$ cat config.mk
export PLATFORM = sky130hd
export DESIGN_NAME = viterbi_frame_ctrl
export DESIGN_NICKNAME = d
export VERILOG_FILES = /design/src/rtl/vit_pkg.sv /design/src/rtl/vit_idx_cnt.sv /design/src/rtl/viterbi_frame_ctrl.sv
export SDC_FILE = /design/constraint.sdc
export NUM_CORES = 1
export LEC_CHECK = 0
export CORE_AREA = 2 2 54 56
export CTS_CLUSTER_SIZE = 8
export DETAILED_ROUTE_END_ITERATION = 10
export DIE_AREA = 0 0 56 58
export DONT_BUFFER_PORTS = 1
export HOLD_SLACK_MARGIN = 0.08
export PLACE_DENSITY = 0.72
export SYNTH_ARGS = -nofsm -noshare
export SYNTH_HDL_FRONTEND = slang
export SYNTH_SLANG_ARGS = --single-unit
$ cat constraint.sdc
create_clock -name clk -period 2.42 [get_ports clk]
set_clock_uncertainty 0.2 [all_clocks]
set_input_delay 0.726 -clock clk [delete_from_list [all_inputs] [get_ports clk]]
set_output_delay 0.726 -clock clk [all_outputs]
set_load 0.05 [all_outputs]
$ cat src/rtl/vit_pkg.sv
// Shared types and defaults for the Viterbi frame sequencer.
package vit_pkg;

    localparam int unsigned VIT_FRAME_LEN = 256;

    typedef logic [1:0] vit_pair_t;

    typedef enum logic [2:0] {
        ST_IDLE  = 3'd0,
        ST_ACS   = 3'd1,
        ST_FLUSH = 3'd2,
        ST_TB    = 3'd3,
        ST_DONE  = 3'd4
    } vit_ctrl_state_t;

endpackage

$ cat src/rtl/vit_idx_cnt.sv
// Loadable up/down index counter with a terminal-count flag.
module vit_idx_cnt #(
    parameter int unsigned      WIDTH = 8,
    parameter bit               UP    = 1'b1,
    parameter logic [WIDTH-1:0] TERM  = '0
) (
    input  logic             clk,
    input  logic             rst,
    input  logic             load,
    input  logic [WIDTH-1:0] load_val,
    input  logic             en,
    output logic [WIDTH-1:0] cnt,
    output logic             tc_c
);

    logic [WIDTH-1:0] cnt_q;
    logic [WIDTH-1:0] cnt_d;

    // Load has priority over counting; the caller stops counting at TERM.
    always_comb begin
        cnt_d = cnt_q;
        if (load) begin
            cnt_d = load_val;
        end else if (en) begin
            cnt_d = UP ? (cnt_q + WIDTH'(1)) : (cnt_q - WIDTH'(1));
        end
    end

    // Count register.
    always_ff @(posedge clk) begin
        if (rst) begin
            cnt_q <= '0;
        end else begin
            cnt_q <= cnt_d;
        end
    end

    assign cnt  = cnt_q;
    assign tc_c = (cnt_q == TERM);

endmodule

$ cat src/rtl/viterbi_frame_ctrl.sv
// Viterbi frame sequencer: symbol intake to BMC/ACS, then traceback sweep.
// Optional statistics counters (frame_cnt, abort_cnt) under VIT_CTRL_STATS_EN.
module viterbi_frame_ctrl
    import vit_pkg::*;
#(
    parameter  int unsigned FRAME_LEN = VIT_FRAME_LEN,
    localparam int unsigned ADDR_W    = $clog2(FRAME_LEN)
) (
    input  logic              clk,
    input  logic              rst,
    input  logic              in_valid,
    output logic              in_ready,
    input  vit_pair_t         in_pair,
    input  logic              abort,
    output vit_pair_t         bmc_pair,
    output logic              acs_en,
    output logic              acs_first,
    output logic [ADDR_W-1:0] wr_addr,
    output logic              tb_en,
    output logic [ADDR_W-1:0] tb_addr,
    output logic              frame_done
`ifdef VIT_CTRL_STATS_EN
    ,
    output logic [15:0]       frame_cnt,
    output logic [15:0]       abort_cnt
`endif
);

    vit_ctrl_state_t   state_q, state_d;
    vit_pair_t         bmc_pair_q, bmc_pair_d;
    logic              acs_en_q, acs_en_d;
    logic              acs_first_q, acs_first_d;
    logic [ADDR_W-1:0] wr_addr_q, wr_addr_d;
    logic              tb_en_q, tb_en_d;
    logic              frame_done_q, frame_done_d;

    logic              accept_c;
    logic              abort_hit_c;
    logic              accept_ok_c;
    logic [ADDR_W-1:0] sym_cnt;
    logic              sym_tc_c;
    logic [ADDR_W-1:0] tb_cnt;
    logic              tb_tc_c;

    assign in_ready    = ~rst & ((state_q == ST_IDLE) | (state_q == ST_ACS));
    assign accept_c    = in_valid & in_ready;
    assign abort_hit_c = abort & (state_q != ST_IDLE);
    assign accept_ok_c = accept_c & ~abort_hit_c;

    // sym_cnt holds the index the next ACS-state accept will write.
    vit_idx_cnt #(
        .WIDTH (ADDR_W),
        .UP    (1'b1),
        .TERM  (ADDR_W'(FRAME_LEN - 1))
    ) u_sym_cnt (
        .clk      (clk),
        .rst      (rst),
        .load     (accept_ok_c & (state_q == ST_IDLE)),
        .load_val (ADDR_W'(1)),
        .en       (accept_ok_c & (state_q == ST_ACS) & ~sym_tc_c),
        .cnt      (sym_cnt),
        .tc_c     (sym_tc_c)
    );

    // Traceback address sweeps FRAME_LEN-1 down to 0.
    vit_idx_cnt #(
        .WIDTH (ADDR_W),
        .UP    (1'b0),
        .TERM  ('0)
    ) u_tb_cnt (
        .clk      (clk),
        .rst      (rst),
        .load     ((state_q == ST_FLUSH) & ~abort_hit_c),
        .load_val (ADDR_W'(FRAME_LEN - 1)),
        .en       ((state_q == ST_TB) & ~tb_tc_c & ~abort_hit_c),
        .cnt      (tb_cnt),
        .tc_c     (tb_tc_c)
    );

    // Next-state and registered-output decode.
    always_comb begin
        state_d      = state_q;
        bmc_pair_d   = bmc_pair_q;
        wr_addr_d    = wr_addr_q;
        acs_en_d     = 1'b0;
        acs_first_d  = 1'b0;

        unique case (state_q)
            ST_IDLE:  if (accept_c) state_d = ST_ACS;
            ST_ACS:   if (accept_c && sym_tc_c) state_d = ST_FLUSH;
            ST_FLUSH: state_d = ST_TB;
            ST_TB:    if (tb_tc_c) state_d = ST_DONE;
            ST_DONE:  state_d = ST_IDLE;
            default:  state_d = ST_IDLE;
        endcase

        if (abort_hit_c) begin
            state_d = ST_IDLE;
        end

        if (accept_ok_c) begin
            bmc_pair_d  = in_pair;
            acs_en_d    = 1'b1;
            acs_first_d = (state_q == ST_IDLE);
            wr_addr_d   = (state_q == ST_IDLE) ? '0 : sym_cnt;
        end

        tb_en_d      = (state_d == ST_TB);
        frame_done_d = (state_d == ST_DONE);
    end

    // State and output registers.
    always_ff @(posedge clk) begin
        if (rst) begin
            state_q      <= ST_IDLE;
            bmc_pair_q   <= '0;
            acs_en_q     <= 1'b0;
            acs_first_q  <= 1'b0;
            wr_addr_q    <= '0;
            tb_en_q      <= 1'b0;
            frame_done_q <= 1'b0;
        end else begin
            state_q      <= state_d;
            bmc_pair_q   <= bmc_pair_d;
            acs_en_q     <= acs_en_d;
            acs_first_q  <= acs_first_d;
            wr_addr_q    <= wr_addr_d;
            tb_en_q      <= tb_en_d;
            frame_done_q <= frame_done_d;
        end
    end

    assign bmc_pair   = bmc_pair_q;
    assign acs_en     = acs_en_q;
    assign acs_first  = acs_first_q;
    assign wr_addr    = wr_addr_q;
    assign tb_en      = tb_en_q;
    assign tb_addr    = tb_cnt;
    assign frame_done = frame_done_q;

`ifdef VIT_CTRL_STATS_EN
    logic [15:0] frame_cnt_q, frame_cnt_d;
    logic [15:0] abort_cnt_q, abort_cnt_d;

    // Frame count wraps; abort count saturates.
    always_comb begin
        frame_cnt_d = frame_cnt_q + 16'(frame_done_q);
        abort_cnt_d = abort_cnt_q;
        if (abort_hit_c && (abort_cnt_q != 16'hFFFF)) begin
            abort_cnt_d = abort_cnt_q + 16'd1;
        end
    end

    // Statistics registers.
    always_ff @(posedge clk) begin
        if (rst) begin
            frame_cnt_q <= '0;
            abort_cnt_q <= '0;
        end else begin
            frame_cnt_q <= frame_cnt_d;
            abort_cnt_q <= abort_cnt_d;
        end
    end

    assign frame_cnt = frame_cnt_q;
    assign abort_cnt = abort_cnt_q;
`endif

endmodule

==> results of run 1 <==
synth_stat cells, drive strengths merged (3+ instances only):
master	count	share of area (%)
buf	7	3.7
nor2	5	1.2
a211oi	4	2.0
o211ai	4	2.0
a21oi	19	6.3
nand4	3	1.2
nand3b	3	1.5
nand2	20	5.0
nand3	14	4.7
ha	3	2.5
inv	9	2.2
o21ai	3	1.0
o31ai	4	2.0
dfxtp	33	44
or3	4	2.0
nor3	6	2.0
a31oi	4	1.7
o41ai	4	2.3
worst max path at each step:
stage | end | slack [ns]
after detailed placement | u_tb_cnt.cnt[5] | 0.29
after CTS | in_ready | 0.29
after global placement | u_tb_cnt.cnt[5] | 0.33
after global routing | state_q[0] | 0.14
after floorplan | in_ready | 0.12
final | in_ready | 0.31
per-layer routing:
layer / global-route usage (%) / wire [um]
met4: 11.9 / 100
met2: 39.5 / 1710
met3: 7.37 / 201
met5: 0 / 0
met1: 25.1 / 1400
kinds of logic after synthesis:
logic type      share of synthesized area (%)
flops                                    43.9
buf+inv                                  6.48
xor+xnor                                0.582
mux                                     0.665
simple gates                             25.8
fa+ha+maj                                2.49
compound gates                           20.1
state kept, by name (all words and copies together), names as in the netlist:
signal         cells
acs_en             1
acs_first          1
bmc_pair           2
frame_done         1
state_q            3
tb_en              1
u_sym_cnt.cnt      8
u_tb_cnt.cnt       8
wr_addr            8
power groups by stage:
stage               sequential (W)  clock, W  combinational (W)
global route              0.000571  0.000463          0.0000531
global placement          0.000583         0          0.0000470
CTS                       0.000571  0.000440          0.0000481
finish                    0.000570  0.000430          0.0000482
floorplan                 0.000579         0          0.0000510
detailed placement        0.000583         0          0.0000476
layout make-up:
| type | instances | area (um2) | share of cell area (%) |
|---|---|---|---|
| flip-flops and latches | 33 | 661 | 39.6 |
| multi-input cells | 120 | 758 | 45.5 |
| repair buffers | 12 | 90.1 | 5.41 |
| well taps | 31 | 38.8 | 2.33 |
| inverters | 9 | 33.8 | 2.03 |
| clock buffers | 7 | 55.1 | 3.30 |
| clock inverters | 1 | 30.0 | 1.80 |
metrics by stage:
step           util, %  worst slack (ns)  power (W)  hold WS (ns)  cell area [um2]
2_1_floorplan        -             0.115   0.000630         0.261             1520
3_3_place_gp      59.4             0.327   0.000630         0.286             1580
3_5_place_dp      59.4             0.294   0.000631         0.300             1580
4_1_cts           62.6             0.286    0.00106         0.227             1670
5_1_grt           62.6             0.143    0.00109         0.212             1670
6_report          62.6             0.309    0.00105         0.245             1670
cells in the final DEF, fill, tap and decap left out, types with 2 or more instances in the layout:
master	count
a21oi_1	19
nand3b_1	3
o31ai_1	4
buf_4	12
inv_1	8
nand4_1	3
clkbuf_4	5
o311ai_0	2
nand2_1	20
a31oi_1	4
o211ai_1	4
or3_1	3
a211oi_1	4
nor2_1	5
dfxtp_1	33
or3b_1	2
nor4_1	2
nor3_1	5
o21ai_0	3
o41ai_1	4
nand3_1	14
ha_1	3
==> reports/summary.txt, run 1 <==
Synthesized area per cell: 8.80 um2
Int Pwr: 0.000812 W
WS Path Type: reg2out
Total Routing Usage GR: 22.8%
TritonCTS clock tree: yes
Warnings, synthesis: 0
Slowest stage cell on the critical path: dfxtp_1
Worst r2r path cells: 6
# IOs: 29
Filler Cell Count: 222
Vias in the first global route: 1286
Core box area: 2660 um2
Required time of the critical path: 1.49 ns
P&R area growth vs syn: 10.7%
Clock power frac: 41.0%
Max VDD drop: 0.469 mV
Crit path depth: 2
Tightest Pin Transition: 0.576 ns
Clock sinks: 33
RePlAce Congestion: 0.876
# rows: 19
Die area: 3250 um2
Layout Nets: 190
Combinational Power Share: 4.6%
Worst reg2reg path endpoint: state_q[0]
Ant. Diodes: 0
Tightest Hold Check Type: in2reg
Vias per cell: 6.42
Crit path buffers/inverters: 1
Setup crit start: state_q[2]
Mapped Cells: 171
Worst skew pair latency: 0.34 ns
CP max stage delay: 0.59 ns
Final hold vios: 0
Post-detail-place hpwl: 2420 um
Power per cell area: 629 nW/um2
Flop pwr share: 54.4%
CP Capture Type: output pin
DRC: 0
Largest net degree at the start of global routing: 27
Asr flop ratio synth: 0%
CP cell instances: nor3_4 -> buf_4
Placed Instances: 205
Pre-antenna DRT Iters: 4
Max Cap Viol: 0
Layout cells sized above 1: 13.2%
Post CTS Setup Buffer Count: 0
Routed wire length: 3410 um
Synth Flop Type: dfxtp_1
Overall via count from detail_route: 1368
Hold_sp: rst
Die Y: 58 um
Status: complete, no violations
# setup viols final: 0
Crit share post-route: 87.2%
Cell variety after synth: 40
Switching power share of the total: 22.5%
Rel. slew slack: 61.5%
RSZ-0062 raised after global routing: false
Net Switching: 0.000236 W
Post-synth EDFFs: 0
Critical path's top delay family: flip-flops
Leakage: 0.585 nW
Antenna violations before repair: 0
Reg2Reg Setup Slack: 0.32 ns
Clock slew at reported path FFs: 0.10 ns
Post-Layout Cell Count: 213
Final ANT Viol Nets: 0
Flops & latches, synth: 33
Maximum buffer depth of the clock tree: 2
Synthesized area: 1510 um2
Post-Syn Nets: 180
Port bufs: 0
CP max FO: 9
Post-route setup TNS: 0 ns
Worst Hold Path EP: wr_addr[5]
Starting DRC count in detailed routing: 76
Die width: 56 um
Worst reg2reg path startpoint: u_tb_cnt.cnt[0]
H-tree depth: 2
CTS buffer count: 5
CP Data Arrival Time: 1.18 ns
CP startpoint kind: flop
WL per Instance: 16.0 um
Starting density of the core: 56.5%
First-pass GRT wire length: 5780 um
Shortest period the worst path allows: 2.11 ns
Max Slew Vio Count: 0
CTS root buf: clkbuf_4
Sequential area share after synthesis: 43.9%
Highest Clock Rate: 474 MHz
Hold-fix buffers, CTS: 0
PostCTS Resize Cnt: 0
Hold depth: 1
Grt ovf: 0
No activity file was read; power rests on OpenSTA's default activity.
==> run 2: changes to the inputs <==
Settings changed: CELL_PAD_IN_SITES_DETAIL_PLACEMENT set to 2, CELL_PAD_IN_SITES_GLOBAL_PLACEMENT set to 2, CORE_AREA 2 2 54 56 to 2 2 87 56, DIE_AREA 0 0 56 58 to 0 0 89 58, PLACE_DENSITY 0.72 to not set, PLACE_DENSITY_LB_ADDON set to 0.1.
==> run 2 against run 1 <==
Effect of this change:
- core utilization fell by 22 points
- critical path type is now reg2reg
- critical endpoint is now state_q[1]
- sequential cell count did not move
- clock power rose by 46%
- highest routed layer unchanged
==> reports/summary.txt, run 2 (synthesis gave the netlist of run 1 again) <==
Status: complete, no violations
Post-route setup TNS: 0 ns
Die Y: 58 um
Power per cell area: 700 nW/um2
Post CTS Setup Buffer Count: 0
Most common cell after layout, fill and taps aside: dfxtp_1
Grt ovf: 0
Die width: 89 um
Crit path buffers/inverters: 0
Int Pwr: 0.000975 W
Flop pwr share: 45.7%
Final WS setup: 0.0810 ns
WL per Instance: 19.7 um
Worst r2r path cells: 4
Reg2Reg Setup Slack: 0.08 ns
Final hold vios: 0
CP Data Arrival Time: 2.31 ns
RePlAce Congestion: 0.842
Critical path's top delay family: simple AND/OR/NAND/NOR gates
Final ANT Viol Nets: 0
CTS buffer count: 5
Net Switching: 0.000276 W
Clock slew at reported path FFs: 0.07 ns
Post-detail-place hpwl: 3560 um
Crit share post-route: 96.7%
Starting DRC count in detailed routing: 90
Setup crit start: u_tb_cnt.cnt[2]
Slowest stage cell on the critical path: nor4_1
Worst reg2reg path startpoint: u_tb_cnt.cnt[2]
Dpl ws: 0.229 ns
Rel. slew slack: 50.5%
Hold-fix buffers, CTS: 0
CP Capture Type: flop
PostCTS Resize Cnt: 0
Worst skew pair latency: 0.29 ns
Starting density of the core: 34.4%
Combinational Power Share: 4.2%
Antenna violations before repair: 0
Max Cap Viol: 0
WS Path Type: reg2reg
Hold_sp: rst
CP max stage delay: 0.69 ns
Port bufs: 0
Maximum buffer depth of the clock tree: 2
Highest Clock Rate: 428 MHz
Commonest non-fill, non-tap cells in the layout: 33 x dfxtp_1, 20 x nand2_1, 19 x a21oi_1, 16 x buf_4, 14 x nand3_1
Required time of the critical path: 2.39 ns
Clock power frac: 50.1%
Hold depth: 1
Total Power: 0.00125 W
TritonCTS clock tree: yes
Shortest period the worst path allows: 2.34 ns
Ant. Diodes: 0
Worst reg2reg path endpoint: state_q[1]
CP startpoint kind: flop
Vias per cell: 5.78
DRC: 0
Switching power share of the total: 22.0%
First-pass GRT wire length: 7760 um
Die area: 5160 um2
Core box area: 4370 um2
Multi-input gate area: 758 um2
CTS root buf: clkbuf_8
Clock sinks: 33
Register area: 661 um2
CP max FO: 9
Tightest Pin Transition: 0.736 ns
Vias in the first global route: 1432
Layout Nets: 194
CP cell instances: nor4_1 -> nand3_1 -> nand3b_1 -> a21oi_1
# IOs: 29
Leakage: 0.626 nW
Layout cells sized above 1: 15.6%
Pre-antenna DRT Iters: 4
Routed wire length: 4900 um
Max Slew Vio Count: 0
# setup viols final: 0
Largest net degree at the start of global routing: 27
P&R area growth vs syn: 18.6%
Overall via count from detail_route: 1439
H-tree depth: 2
Max VDD drop: 0.253 mV
Filler Cell Count: 507
RSZ-0062 raised after global routing: false
Tightest Hold Check Type: in2reg
# rows: 19
Total Routing Usage GR: 20.3%
Worst Hold Path EP: u_tb_cnt.cnt[5]
## run 2: worst max-delay path by stage
stage                      endpoint  slack (ns)  cells after the start
global placement    u_tb_cnt.cnt[4]        0.22                      6
detailed placement       state_q[0]        0.23                      6
floorplan                  in_ready        0.12                      3
global route             state_q[1]        0.03                      6
finish                   state_q[1]        0.08                      4
CTS                      state_q[1]        0.14                      6
## run 2: metrics by stage
stage / hold slack, ns / cells / utilization [%] / cell area (um2)
after global placement: 0.295 / 241 / 37.8 / 1650
after CTS: 0.288 / 249 / 40.8 / 1790
after detailed placement: 0.302 / 241 / 37.8 / 1650
final: 0.300 / 249 / 40.8 / 1790
after floorplan: 0.261 / 171 / - / 1520
after global routing: 0.287 / 249 / 40.8 / 1790
## run 2: worst reg2reg max path: stages, from the launching register on
cell and delay [ns]:
dfxtp_1 0.40, nor4_1 0.70, nand3_1 0.48, nand3b_1 0.32, a21oi_1 0.12
## run 2: power groups by stage
stage / Sequential [W] / Clock, W / Combinational [W]
final: 0.000572 / 0.000626 / 0.0000525
after global routing: 0.000573 / 0.000666 / 0.0000570
after CTS: 0.000572 / 0.000640 / 0.0000523
after floorplan: 0.000579 / 0 / 0.0000510
after detailed placement: 0.000584 / 0 / 0.0000509
after global placement: 0.000583 / 0 / 0.0000496
## run 2: cell type report
| class | count | share of cell area [%] |
|---|---|---|
| clock buffer | 5 | 3.85 |
| clock inverter | 3 | 3.64 |
| inverter | 9 | 1.89 |
| multi-input combinational | 120 | 42.5 |
| sequential | 33 | 37.0 |
| tap | 63 | 4.41 |
| timing repair buffer | 16 | 6.73 |
## run 2: routing by layer
| layer | vias to the layer above | wire length (um) | track usage (%) |
|---|---|---|---|
| li1 | 670 | - | - |
| met1 | 724 | 2570 | 30.8 |
| met2 | 41 | 2010 | 28.0 |
| met3 | 4 | 280 | 5.56 |
| met4 | 0 | 36 | 5.76 |
| met5 | - | 0 | 0 |
